**src/rtl/aes_pkg.sv**
```systemverilog
// Shared types and constants for the word-serial AES stream loader.
package aes_pkg;

  localparam int WORD_W    = 32;
  localparam int BLK_WORDS = 4;
  localparam int BLK_W     = WORD_W * BLK_WORDS;

  typedef enum logic [2:0] {
    IDLE,
    LOAD_KEY,
    LOAD_DATA,
    WAIT,
    OUT
  } state_e;

endpackage

```
**src/rtl/aes_out_serializer.sv**
```systemverilog
// Holds the captured ciphertext block and streams it out MSB word first,
// stalling on m_ready.
module aes_out_serializer
  import aes_pkg::*;
(
  input  logic              clk,
  input  logic              rst_n,
  input  logic              load,
  input  logic [BLK_W-1:0]  din,
  input  logic              m_ready,
  output logic              m_valid,
  output logic [WORD_W-1:0] m_data,
  output logic              m_last,
  output logic              done
);

  logic [BLK_W-1:0] result_q, result_d;
  logic [1:0]       ocnt_q, ocnt_d;
  logic             valid_q, valid_d;
  logic             take;

  assign take = valid_q & m_ready;

  // Next-state for result register, word index and valid flag.
  always_comb begin
    result_d = result_q;
    ocnt_d   = ocnt_q;
    valid_d  = valid_q;
    if (load) begin
      result_d = din;
      ocnt_d   = 2'd0;
      valid_d  = 1'b1;
    end else if (take) begin
      if (ocnt_q == 2'd3) begin
        valid_d = 1'b0;
      end else begin
        ocnt_d = ocnt_q + 2'd1;
      end
    end
  end

  // Output-side state registers.
  always_ff @(posedge clk or negedge rst_n) begin
    if (!rst_n) begin
      result_q <= '0;
      ocnt_q   <= 2'd0;
      valid_q  <= 1'b0;
    end else begin
      result_q <= result_d;
      ocnt_q   <= ocnt_d;
      valid_q  <= valid_d;
    end
  end

  // Select the current word; held stable because ocnt only moves on a take.
  always_comb begin
    m_data = '0;
    for (int k = 0; k < BLK_WORDS; k++) begin
      if (ocnt_q == 2'(k)) m_data = result_q[BLK_W-1-WORD_W*k -: WORD_W];
    end
  end

  assign m_valid = valid_q;
  assign m_last  = valid_q && (ocnt_q == 2'd3);
  assign done    = take && m_last;

endmodule

```
**src/rtl/aes_stream_loader.sv**
```systemverilog
// Word-serial front/back end for a combinational AES core: loads key and
// plaintext, holds them for a multicycle settle window, then serialises
// the captured ciphertext.
module aes_stream_loader
  import aes_pkg::*;
#(
  parameter int NK            = 8,
  parameter int SETTLE_CYCLES = 4
) (
  input  logic                 clk,
  input  logic                 rst_n,
  input  logic                 s_valid,
  output logic                 s_ready,
  input  logic [WORD_W-1:0]    s_data,
  input  logic                 s_key,
  output logic                 m_valid,
  input  logic                 m_ready,
  output logic [WORD_W-1:0]    m_data,
  output logic                 m_last,
  output logic [NK*WORD_W-1:0] core_key,
  output logic [BLK_W-1:0]     core_datain,
  input  logic [BLK_W-1:0]     core_dataout,
  output logic                 busy,
  output logic                 err_nokey
);

  localparam int         KEY_W      = NK * WORD_W;
  localparam logic [2:0] WLAST_KEY  = 3'(NK - 1);
  localparam logic [2:0] WLAST_DATA = 3'(BLK_WORDS - 1);
  localparam logic [7:0] SCNT_INIT  = 8'(SETTLE_CYCLES - 1);

  state_e           state_q, state_d;
  logic [2:0]       wcnt_q, wcnt_d;
  logic [7:0]       scnt_q, scnt_d;
  logic [KEY_W-1:0] key_q, key_d;
  logic [BLK_W-1:0] data_q, data_d;
  logic             key_loaded_q, key_loaded_d;
  logic             s_ready_q, s_ready_d;
  logic             err_nokey_q, err_nokey_d;
  logic             s_xfer;
  logic             capture;
  logic             ser_done;

  assign s_xfer = s_valid & s_ready_q;

  // Loader FSM: next state, word writes into key/data, counters.
  always_comb begin
    state_d      = state_q;
    wcnt_d       = wcnt_q;
    scnt_d       = scnt_q;
    key_d        = key_q;
    data_d       = data_q;
    key_loaded_d = key_loaded_q;
    err_nokey_d  = 1'b0;
    capture      = 1'b0;
    case (state_q)
      IDLE: begin
        if (s_xfer) begin
          if (s_key) begin
            key_d[KEY_W-1 -: WORD_W] = s_data;
            if (NK > 1) begin
              state_d = LOAD_KEY;
              wcnt_d  = 3'd1;
            end else begin
              key_loaded_d = 1'b1;
              state_d      = LOAD_DATA;
              wcnt_d       = 3'd0;
            end
          end else begin
            data_d[BLK_W-1 -: WORD_W] = s_data;
            state_d     = LOAD_DATA;
            wcnt_d      = 3'd1;
            err_nokey_d = !key_loaded_q;
          end
        end
      end
      LOAD_KEY: begin
        if (s_xfer) begin
          for (int k = 0; k < NK; k++) begin
            if (wcnt_q == 3'(k)) key_d[KEY_W-1-WORD_W*k -: WORD_W] = s_data;
          end
          if (wcnt_q == WLAST_KEY) begin
            key_loaded_d = 1'b1;
            state_d      = LOAD_DATA;
            wcnt_d       = 3'd0;
          end else begin
            wcnt_d = wcnt_q + 3'd1;
          end
        end
      end
      LOAD_DATA: begin
        if (s_xfer) begin
          for (int k = 0; k < BLK_WORDS; k++) begin
            if (wcnt_q == 3'(k)) data_d[BLK_W-1-WORD_W*k -: WORD_W] = s_data;
          end
          if (wcnt_q == WLAST_DATA) begin
            state_d = WAIT;
            scnt_d  = SCNT_INIT;
          end else begin
            wcnt_d = wcnt_q + 3'd1;
          end
        end
      end
      WAIT: begin
        // Core inputs are frozen here; the core result is taken once the
        // settle window has elapsed.
        if (scnt_q == 8'd0) begin
          capture = 1'b1;
          state_d = OUT;
        end else begin
          scnt_d = scnt_q - 8'd1;
        end
      end
      OUT: begin
        if (ser_done) state_d = IDLE;
      end
      default: state_d = IDLE;
    endcase
    s_ready_d = (state_d == IDLE) || (state_d == LOAD_KEY) || (state_d == LOAD_DATA);
  end

  // Loader state registers; reset discards any partial job and the key.
  always_ff @(posedge clk or negedge rst_n) begin
    if (!rst_n) begin
      state_q      <= IDLE;
      wcnt_q       <= 3'd0;
      scnt_q       <= 8'd0;
      key_q        <= '0;
      data_q       <= '0;
      key_loaded_q <= 1'b0;
      s_ready_q    <= 1'b0;
      err_nokey_q  <= 1'b0;
    end else begin
      state_q      <= state_d;
      wcnt_q       <= wcnt_d;
      scnt_q       <= scnt_d;
      key_q        <= key_d;
      data_q       <= data_d;
      key_loaded_q <= key_loaded_d;
      s_ready_q    <= s_ready_d;
      err_nokey_q  <= err_nokey_d;
    end
  end

  aes_out_serializer u_ser (
    .clk     (clk),
    .rst_n   (rst_n),
    .load    (capture),
    .din     (core_dataout),
    .m_ready (m_ready),
    .m_valid (m_valid),
    .m_data  (m_data),
    .m_last  (m_last),
    .done    (ser_done)
  );

  assign s_ready     = s_ready_q;
  assign busy        = (state_q != IDLE);
  assign err_nokey   = err_nokey_q;
  assign core_key    = key_q;
  assign core_datain = data_q;

endmodule

```
**config.mk**
```make
export PLATFORM = sky130hd
export DESIGN_NAME = aes_stream_loader
export DESIGN_NICKNAME = d
export VERILOG_FILES = /design/src/rtl/aes_pkg.sv /design/src/rtl/aes_out_serializer.sv /design/src/rtl/aes_stream_loader.sv
export SDC_FILE = /design/constraint.sdc
export NUM_CORES = 1
export LEC_CHECK = 0
export ABC_AREA = 1
export ABC_CLOCK_PERIOD_IN_PS = 5000
export CORE_AREA = 2 2 225 227
export CTS_CLUSTER_DIAMETER = 150
export DETAILED_ROUTE_END_ITERATION = 8
export DIE_AREA = 0 0 227 229
export PLACE_DENSITY_LB_ADDON = 0.25
export SYNTH_ARGS = -nofsm -noshare
export SYNTH_HDL_FRONTEND = slang
export SYNTH_SLANG_ARGS = --single-unit
export TNS_END_PERCENT = 1
```
**constraint.sdc**
```tcl
create_clock -name clk -period 5 [get_ports clk]
set_clock_uncertainty 0.05 [all_clocks]
set_input_delay 1 -clock clk [delete_from_list [all_inputs] [get_ports clk]]
set_output_delay 1 -clock clk [all_outputs]
set_load 0.02 [all_outputs]
```
## After elaboration in Yosys (flattened, before gate mapping)

Cells that the tools add are included.

| word-level totals | value |
|---|---|
| bits in registers | 532 |
| bits in latches | 0 |
| RAM bits | 0 |
| bits in read-only memories | 0 |
| output and inout bits | 421 |
| memories | 0 |

| cells by class | value |
|---|---|
| add/sub/neg operators | 3 |
| $mul | 0 |
| divide/modulo/power cells | 0 |
| order comparisons | 0 |
| equality and inequality tests | 27 |
| shift operators | 0 |
| mux-type cells | 53 |
| bitwise gates (word level) | 2 |
| reductions and logical operators | 33 |

Operators by type and width:

| operator | number |
|---|---|
| $mux W32 | 19 |
| $mux W256 | 1 |
| $mux W128 | 1 |
| $pmux W32 S2 | 2 |
| $mux W3 | 12 |
| $reduce_and A3 Y1 | 10 |
| $mux W8 | 3 |
| $ne A2 B2 Y1 const B | 11 |
| $pmux W8 S2 | 1 |
| $eq A3 B2 Y1 const B | 5 |
| $eq A3 B3 Y1 const B | 5 |
| $pmux W3 S5 | 1 |
| $reduce_and A5 Y1 | 3 |
| $reduce_bool A2 Y1 | 5 |
| $eq A3 B1 Y1 const B | 3 |
| $logic_not A3 Y1 | 3 |
| $pmux W3 S3 | 1 |
| $logic_not A8 Y1 | 1 |
| $mux W1 | 8 |
| $mux W2 | 4 |
| $sub A8 B1 Y8 const B | 1 |
| $reduce_bool A3 Y1 | 2 |
| $eq A2 B2 Y1 const B | 2 |
| $reduce_and A2 Y1 | 2 |
| 9 further kinds | 12 |

## Logic depth before layout (Yosys ltp)

Gate-level depths: netlist (run 1).

| depth | value |
|---|---|
| word-level depth | 8 |
| gate-level depth with buffers | 11 |
| mapped depth without buffers | 9 |

## Modules after synthesis

A second synthesis (run 1) with hierarchy kept.

| second synthesis, totals | value |
|---|---|
| cell total of the unflattened synthesis | 2297 |
| area total of the unflattened synthesis | 21124.0 sq um |

By module, submodules not included:

| module | instances | cells each | area each (sq um) |
|---|---|---|---|
| aes_stream_loader | 1 | 1481 | 14891.8 |
| aes_out_serializer | 1 | 816 | 6232.2 |

## Least setup slack after synthesis (run 1)

Ideal clock, no wire load.

| timing path | value |
|---|---|
| kind | flip-flop to output port |
| from | register u_ser.ocnt_q[0] |
| to | output m_data[0] |
| arrival time | 1.586 ns |
| required time | 3.950 ns |
| path slack | 2.364 ns |
| stages on the path, launching flop included | 7 |
| buffers on the path | 2 |
| path through | dfrtp_1 -> ha_1 -> clkbuf_1 -> inv_1 -> buf_1 -> nor2_1 -> a21oi_1 |

| between the ends | value |
|---|---|
| word-level cells in the longest chain between the ends | 5 |
| elaborated cells between the ends (all ways) | 8 |

RTL lines:

| element | RTL line | text |
|---|---|---|
| start: declaration | aes_out_serializer.sv:18 | `logic [1:0] ocnt_q, ocnt_d;` |
| start signal: assignment | aes_out_serializer.sv:50 | `ocnt_q <= ocnt_d;` |
| $logic_not A2 Y1 | aes_out_serializer.sv:59 | `if (ocnt_q == 2'(k)) m_data = result_q[BLK_W-1-WORD_W*k -: WORD_W];` |
| $mux W32 (3 in a row) | aes_out_serializer.sv:59 |  |
| $mux W32 * | aes_out_serializer.sv:59 |  |
| end: declaration | aes_stream_loader.sv:18 | `output logic [WORD_W-1:0] m_data,` |

Mark *: on every way between the ends. The rest lies on a longest branch, timed or not.

## Worst setup path after layout (run 1)

| timing path | value |
|---|---|
| from | register u_ser.ocnt_q[1] |
| to | output m_data[25] |

Same word-level chain as after synthesis.

==> results of run 1 <==
registers in the layout, indices dropped and copies added (netlist names):
| signal | cells |
|---|---|
| scnt_q | 8 |
| u_ser.m_valid | 1 |
| state_q | 3 |
| core_datain | 128 |
| core_key | 256 |
| u_ser.ocnt_q | 2 |
| s_ready | 1 |
| err_nokey | 1 |
| u_ser.result_q | 128 |
| key_loaded_q | 1 |
| wcnt_q | 3 |
cells in the final DEF (no fill, tap or decap), types with 4 or more instances in the layout:
cell / instances
clkdlybuf4s50_1: 584
o21ai_1: 175
a21oi_1: 65
clkbuf_16: 56
nand3_1: 175
dfrtp_1: 532
clkinv_2: 6
inv_2: 6
clkinvlp_4: 4
inv_1: 55
buf_4: 28
nand2_2: 9
bufinv_16: 8
clkbuf_1: 12
o21ai_0: 214
clkbuf_8: 13
nand2_1: 853
nor2_1: 51
ha_1: 12
per-stage QoR:
stage / setup WS, ns / hold WS [ns] / cell area, um^2 / instances
CTS: 0.702 / 0.386 / 29500 / 3563
global route: 0.395 / 0.403 / 29500 / 3565
detailed placement: 1.35 / 0.375 / 27500 / 3460
floorplan: 2.36 / 0.353 / 21300 / 2319
finish: 0.650 / 0.357 / 29500 / 3566
global placement: 1.41 / 0.366 / 27500 / 3460
power by group:
group	switching [mW]	internal (mW)	total (mW)	leakage, nW
registers	1.11	5.99	7.10	6.85
logic	5.36	3.63	8.99	5.91
clock network	1.78	2.68	4.46	0.960
total	8.26	12.3	20.5	13.7
worst register-to-register path: stages (launching register included):
cell and delay [ns]:
dfrtp_1 0.34, inv_1 0.10, ha_1 0.21, inv_1 0.05
nor2_1 0.04, nand2_1 0.17, clkinv_2 0.41, nand2_4 0.72
buf_4 0.72, nand2_1 0.16, nand2_1 0.10
cell families (layout without fill, tap and decap cells):
group	Yosys count	in the layout	synth area share (%)
buffers and inverters	210	782	4.79
xor gates and xnor gates	4	4	0.164
other	0	3	0
AOI/OAI and AO/OA	458	458	10.8
and+or+nand+nor	1102	1102	21.0
adders and majority gates	13	13	0.763
DFF	532	532	62.5
how the worst max path moves through the flow:
stage	endpoint	startpoint	slack, ns	cells after the start
floorplan	m_data[0]	u_ser.ocnt_q[0]	2.36	6
global placement	m_data[21]	u_ser.ocnt_q[0]	1.41	8
detailed placement	m_data[25]	u_ser.ocnt_q[1]	1.35	7
CTS	m_data[25]	u_ser.ocnt_q[1]	0.70	7
global route	m_data[25]	u_ser.ocnt_q[1]	0.39	7
finish	m_data[25]	u_ser.ocnt_q[1]	0.65	7
layer usage:
layer  part of all wire (%)  wire length (um)  GRT usage [%]  vias up
met4                    4.8              3770           13.7        4
met2                     45             35400           46.5      859
met5                  0.035                27              0        -
met1                     39             30800           38.7     9128
li1                       -                 -              -     8570
met3                     10              8160           9.53      172
final cells by class:
cell class / instances / area, um^2 / area share, %
clock inverter: 22 / 362 / 1.22
tap: 672 / 841 / 2.85
inverter: 63 / 240 / 0.814
sequential: 532 / 13300 / 45.1
clock buffer: 81 / 1630 / 5.50
timing repair buffer: 616 / 6130 / 20.8
antenna: 3 / 7.51 / 0.0254
multi-input combinational: 1577 / 7010 / 23.7
==> run metrics, run 1 <==
Worst R2R Path Depth=10; HPWL after detailed placement=54,800 um; crit path max fanout=64; CP Cell Sequence=inv_1 -> ha_2 -> nand2_1 -> o21ai_0 -> nand2_1 -> a21oi_1 -> clkdlybuf4s50_1; Max Cap Violations=0; crit end category=output pin; post-CTS sizing=0; CP Buf/Inv Count=2; vias in the first global route=18,800; top post-synthesis cells by area=dfrtp_1 62%, nand2_1 15%, o21ai_0 5.0%; 1st-iter DRT viols=1,719; top-count cell post-synth=nand2_1; total power=20.5 mW; PortBufs=585; Reg clk slew, reported paths=0.06 ns; post-synth top area share=62.5%; syn_area_per_cell=9.19 um^2; Final ANT Viol Nets=0; crit path launch type=flop; FF-to-FF Start=scnt_q[0]; Min-Delay Path Class=in2async; cell family with most CP delay=adder cells; Total GRT Usage=30.1%; Pleak=13.7 nW; CP max stage delay=0.89 ns; DIE AREA=0.0520 mm^2; drt wl/cell=21.9 um; Post-synth top cells=855 x nand2_1, 532 x dfrtp_1, 214 x o21ai_0; vias post-DR=18,700; register area share after synthesis=62.5%; WS Path Type=reg2out; fmax=230 MHz; Post-Synthesis Net Count=2,497; residual DRC count=0; final WL=78,200 um; power per cell area=696 mW/mm^2; Die X-Extent=227 um; arrival time at the worst endpoint=3.30 ns; die height=229 um; status=finished, final reports clean; Core Util, Final=59.5%; Slew @ Worst Pin=1.17 ns; Worst VDD drop=421 uV; fin crit period=4.35 ns; Cells after Synth=2,319; Synth Flop Type=dfrtp_1; reg-to-reg critical path endpoint=u_ser.result_q[70]; slowest stage cell, crit path=ha_2; Pre-Repair DR Iteration Count=5; IO Pins=586; initial core utilization=42.9%; fraction of layout cells with a size suffix above 1=5.26%; unrepaired setup endpoints after global routing=false; clock latency on the worst-skew pair=0.62 ns; clock buffer depth=3; Unique masters post-synth=30; worst path required time=3.95 ns; most used cell, CP=nand2_1; setup violators final=0; Hold Violations, Final=0; reg-to-reg slack, setup=1.87 ns; Post-synth ARST share=100%; first-pass GRT wire length=118,000 um; Seq cells post-synth=532; Row Count=82; EDFF count, synth=0; Num CTS Buffers=56; Placer Congestion=0.944; remaining global-route overflow=0; setup TNS=0 ns; clock net sink count=532; postcts setup bufs=0; hold_buf cts=0; Core Area=0.0497 mm^2; Slew headroom=22.3%; area leader, netlist=dfrtp_1; vias per inst=5.25; CTS tree=built; Cell Area, Synth=0.0213 mm^2; period utilization=87.0%; initial antenna violation count=5; H-tree Lvls=2; NumNets Final=3,024; fin. max-slew vios=0; largest net degree at the start of global routing=102; Fill cells=4,267; Layout area overhead=38.5%; Synth warnings=0; Root Driver=clkbuf_16
No activity file was read; power rests on OpenSTA's default activity.
==> run 2, diff against run 1 <==
- CORE_AREA: 2 2 225 227 -> unset
- CORE_ASPECT_RATIO: unset -> 0.6
- CORE_MARGIN: unset -> 2
- CORE_UTILIZATION: unset -> 34
- DIE_AREA: 0 0 227 229 -> unset
- SKIP_CTS_REPAIR_TIMING: unset -> 1
==> run 2 against run 1 <==
Maximum frequency grew 5.3%. Register-to-register slack lost 0.02 ns. First-iteration DRC count shrank 11%. Highest routed layer is now met4. Clock power shrank 13%. Clock-buffer cell count shrank 11. Critical endpoint is now m_data[31].
==> run metrics, run 2 (same netlist as run 1, synthesis figures left out) <==
Pre-Repair DR Iteration Count=5; Row Count=71; CTS tree=built; power per cell area=672 mW/mm^2; first-pass GRT wire length=112,000 um; vias per inst=4.96; Placer Congestion=0.907; period utilization=82.6%; status=finished, final reports clean; crit path max fanout=64; Slew @ Worst Pin=1.30 ns; die height=198 um; crit path launch type=flop; setup TNS=0 ns; total power=19.8 mW; fin crit period=4.13 ns; Reg clk slew, reported paths=0.07 ns; Layout area overhead=38.0%; Slew headroom=13.1%; reg-to-reg critical path endpoint=u_ser.result_q[39]; crit end category=output pin; WS Path Type=reg2out; vias post-DR=18,400; largest net degree at the start of global routing=114; fin. max-slew vios=0; max reg flops=256; IO Pins=586; Worst VDD drop=325 uV; arrival time at the worst endpoint=3.08 ns; Final ANT Viol Nets=0; drt wl/cell=20.0 um; Core Area=0.0623 mm^2; HPWL after detailed placement=52,600 um; Pleak=13.6 nW; reg-to-reg slack, setup=1.85 ns; vias in the first global route=18,000; NumNets Final=3,020; CP endpoint=m_data[31]; Die X-Extent=327 um; Total GRT Usage=22.6%; crit path from=u_ser.ocnt_q[1]; initial antenna violation count=1; H-tree Lvls=2; clock latency on the worst-skew pair=0.60 ns; most frequent cells in the layout=853 x nand2_1, 584 x clkdlybuf4s50_1, 532 x dfrtp_1, 214 x o21ai_0; fraction of layout cells with a size suffix above 1=5.00%; fmax=242 MHz; 1st-iter DRT viols=1,533; setup violators final=0; FF-to-FF Start=scnt_q[0]; clock buffer depth=3; DIE AREA=0.0648 mm^2; clock net sink count=532; Max Cap Violations=0; Min-Delay Path Class=reg2reg; PortBufs=585; unrepaired setup endpoints after global routing=false; final WL=74,500 um; residual DRC count=0; Hold Violations, Final=0; initial core utilization=34.2%; commonest non-fill, non-tap cell in the layout=nand2_1; remaining global-route overflow=0; worst path required time=3.95 ns; Root Driver=clkbuf_16; Num CTS Buffers=51; Worst R2R Path Depth=10
-- run 2: cell types whose count changed in the layout (fill, tap and decap cells not counted), sizes merged --
cell,before,now
clkinvlp,4,0
diode,3,2
bufinv,8,2
buf,32,33
clkinv,10,19
inv,63,62
clkbuf,81,70
-- run 2: worst max-delay path, stage by stage, from the launching register on --
cell and delay [ns]:
dfrtp_1 0.41, inv_1 0.09, ha_2 0.84, nand2_1 0.13, o21ai_0 0.15, nand2_1 0.08, a21oi_1 0.17, clkdlybuf4s50_1 0.63
-- run 2: power breakdown --
| group | switching [mW] | leakage (nW) | internal [mW] |
|---|---|---|---|
| Combinational | 5.16 | 5.92 | 3.63 |
| Clock | 1.72 | 0.822 | 2.14 |
| Sequential | 1.11 | 6.85 | 5.98 |
| Total | 7.99 | 13.6 | 11.8 |
-- run 2: area by class of cell --
class | instances | area, um^2
diodes | 2 | 5.00
clock buffers | 70 | 1460
clock inverters | 20 | 180
fillers | 5909 | 32900
inverters | 63 | 240
multi-input cells | 1577 | 7010
flip-flops and latches | 532 | 13300
well taps | 839 | 1050
repair buffers | 617 | 6150
-- run 2: worst min path at each step --
| stage | start | to | cells after the start |
|---|---|---|---|
| 6_report | key_loaded_q | err_nokey | 1 |
| 5_1_grt | key_loaded_q | err_nokey | 1 |
| 4_1_cts | key_loaded_q | err_nokey | 1 |
| 3_5_place_dp | key_loaded_q | err_nokey | 1 |
| 3_3_place_gp | key_loaded_q | err_nokey | 1 |
| 2_1_floorplan | key_loaded_q | err_nokey | 1 |
-- run 2: stage by stage --
stage          hold slack (ns)  util [%]  setup WS, ns  instance area, um^2  std cells
6_report                 0.393      47.2         0.869                29400       3720
5_1_grt                  0.409      47.2         0.569                29400       3718
4_1_cts                  0.391      47.2         0.844                29400       3718
3_5_place_dp             0.368      44.6          1.42                27800       3628
3_3_place_gp             0.363      44.6          1.49                27800       3628
2_1_floorplan            0.353         -          2.36                21300       2319
-- run 2: routing by layer --
metal / wire (um) / vias to the layer above / global-route usage, %
li1: - / 8584 / -
met1: 33300 / 9158 / 31.3
met2: 33900 / 589 / 35.0
met3: 5050 / 116 / 5.11
met4: 2240 / 0 / 7.44
met5: 0 / - / 0
==> run 3, diff against run 2 <==
- ABC_CLOCK_PERIOD_IN_PS: 5000 -> 3780
- clock period: 5 -> 3.78 ns (I/O delays scaled with it)
==> run 3 against run 2 <==
Final cell count is 0.48% higher. Highest routed layer is now met5. Clock-buffer cell count up 7. Global-route usage shrank 0.12 points. First-iteration DRC count decreased by 4.7%.
==> run metrics, run 3 (same netlist as run 1, synthesis figures left out) <==
Final ANT Viol Nets=0; clock latency on the worst-skew pair=0.60 ns; Reg clk slew, reported paths=0.06 ns; vias post-DR=18,500; WS Path Type=reg2out; IO Pins=586; fraction of layout cells with a size suffix above 1=5.46%; Placed Area=0.0279 mm^2; most frequent cells in the layout=853 x nand2_1, 584 x clkdlybuf4s50_1, 532 x dfrtp_1, 214 x o21ai_0; arrival time at the worst endpoint=2.81 ns; status=finished, final reports clean; Min-Delay Path Class=in2async; sw frac=40.4%; DIE AREA=0.0648 mm^2; Root Driver=clkbuf_16; Hold Violations, Final=0; Num CTS Buffers=52; die height=198 um; clock buffer depth=3; Slew @ Worst Pin=1.03 ns; Worst VDD drop=569 uV; crit path launch type=flop; HPWL after detailed placement=52,700 um; setup violators final=0; initial core utilization=34.2%; vias in the first global route=18,000; reg-to-reg critical path endpoint=u_ser.result_q[14]; fin. max-slew vios=0; post-route design area=0.0296 mm^2; Layout area overhead=38.8%; Placer Congestion=0.855; Comb pwr share=45.0%; Sequential Power Share=35.5%; largest net degree at the start of global routing=136; Slew headroom=31.3%; FF-to-FF Start=scnt_q[0]; PortBufs=585; Total GRT Usage=22.4%; crit end category=output pin; Clk pwr share=19.5%; commonest non-fill, non-tap cell in the layout=nand2_1; worst path required time=2.97 ns; CTS tree=built; remaining global-route overflow=0; Cells after DPL=3,644; crit path max fanout=32; Core Area=0.0623 mm^2; 1st-iter DRT viols=1,461; NetSw=10.6 mW; NumNets Final=3,037; period utilization=95.8%; first-pass GRT wire length=112,000 um; drt wl/cell=19.8 um; Pleak=13.7 nW; reg-to-reg slack, setup=1.30 ns; max reg flops=256; initial antenna violation count=2; Pre-Repair DR Iteration Count=5; Die X-Extent=327 um; setup TNS=0 ns; Worst R2R Path Depth=10; power per cell area=884 mW/mm^2; residual DRC count=0; Max Cap Violations=0; unrepaired setup endpoints after global routing=false; clock net sink count=532; Layout Cells excl Fill=3,738; H-tree Lvls=2; vias per inst=4.96; Row Count=71; Core Util, Final=47.5%; fmax=276 MHz; fin crit period=3.62 ns; P_int=15.6 mW; final WL=74,100 um
run 3: changes by cell type in the layout (fill, tap and decap cells not counted):
| cell | change |
|---|---|
| buf_12 | +3 |
| buf_4 | +10 |
| bufinv_16 | -2 |
| clkinv_2 | -7 |
| clkinv_8 | -1 |
| diode_2 | +2 |
| clkbuf_1 | +2 |
| clkinv_4 | -1 |
| inv_6 | +2 |
| buf_6 | +2 |
| clkbuf_16 | +1 |
| clkbuf_8 | +5 |
| clkinvlp_4 | +2 |
run 3: critical path: stages, from the launching register on:
cell and delay, ns:
dfrtp_1 0.41, inv_1 0.09, ha_1 0.30, inv_1 0.08, buf_4 0.35, nand2_1 0.10, a21oi_1 0.23, clkdlybuf4s50_1 0.66
run 3: area by class of cell:
class	instances	area [um^2]
Clock buffer	77	1550
Multi-Input combinational cell	1577	7010
Sequential cell	532	13300
Fill cell	5864	32700
Antenna cell	4	10.0
Timing Repair Buffer	633	6320
Inverter	63	240
Clock inverter	13	92.6
Tap cell	839	1050
run 3: routing by layer:
metal  vias up  share of wire, %  global-route usage, %
met4         4               3.7                   8.39
li1       8620                 -                      -
met3       151               6.4                   4.79
met2       555                45                   34.2
met1      9206                45                   31.4
met5         -             0.028                      0
run 3: through the flow:
| step | worst slack, ns | hold slack, ns | power [mW] |
|---|---|---|---|
| floorplan | 1.39 | 0.353 | 15.4 |
| finish | 0.160 | 0.162 | 26.2 |
| CTS | 0.0370 | 0.142 | 26.4 |
| detailed placement | 0.708 | 0.380 | 21.1 |
| global placement | 0.752 | 0.362 | 20.9 |
| global route | 0.000884 | 0.185 | 27.8 |
run 3: worst max path at each step:
stage	start	end	slack [ns]	depth (start not counted)
final	u_ser.ocnt_q[0]	m_data[27]	0.16	7
after floorplan	u_ser.ocnt_q[0]	m_data[0]	1.39	6
after global placement	u_ser.ocnt_q[1]	m_data[7]	0.75	8
after CTS	u_ser.ocnt_q[1]	m_data[13]	0.04	8
after global routing	u_ser.ocnt_q[0]	m_data[7]	0.0009	7
after detailed placement	u_ser.ocnt_q[1]	m_data[27]	0.71	8
run 3: power by group through the flow:
stage / clock network [mW] / logic [mW] / registers (mW)
after CTS: 5.23 / 11.9 / 9.27
after floorplan: 0 / 4.64 / 10.8
after global routing: 5.47 / 12.8 / 9.53
after detailed placement: 0 / 11.8 / 9.32
final: 5.09 / 11.8 / 9.29
after global placement: 0 / 11.7 / 9.23
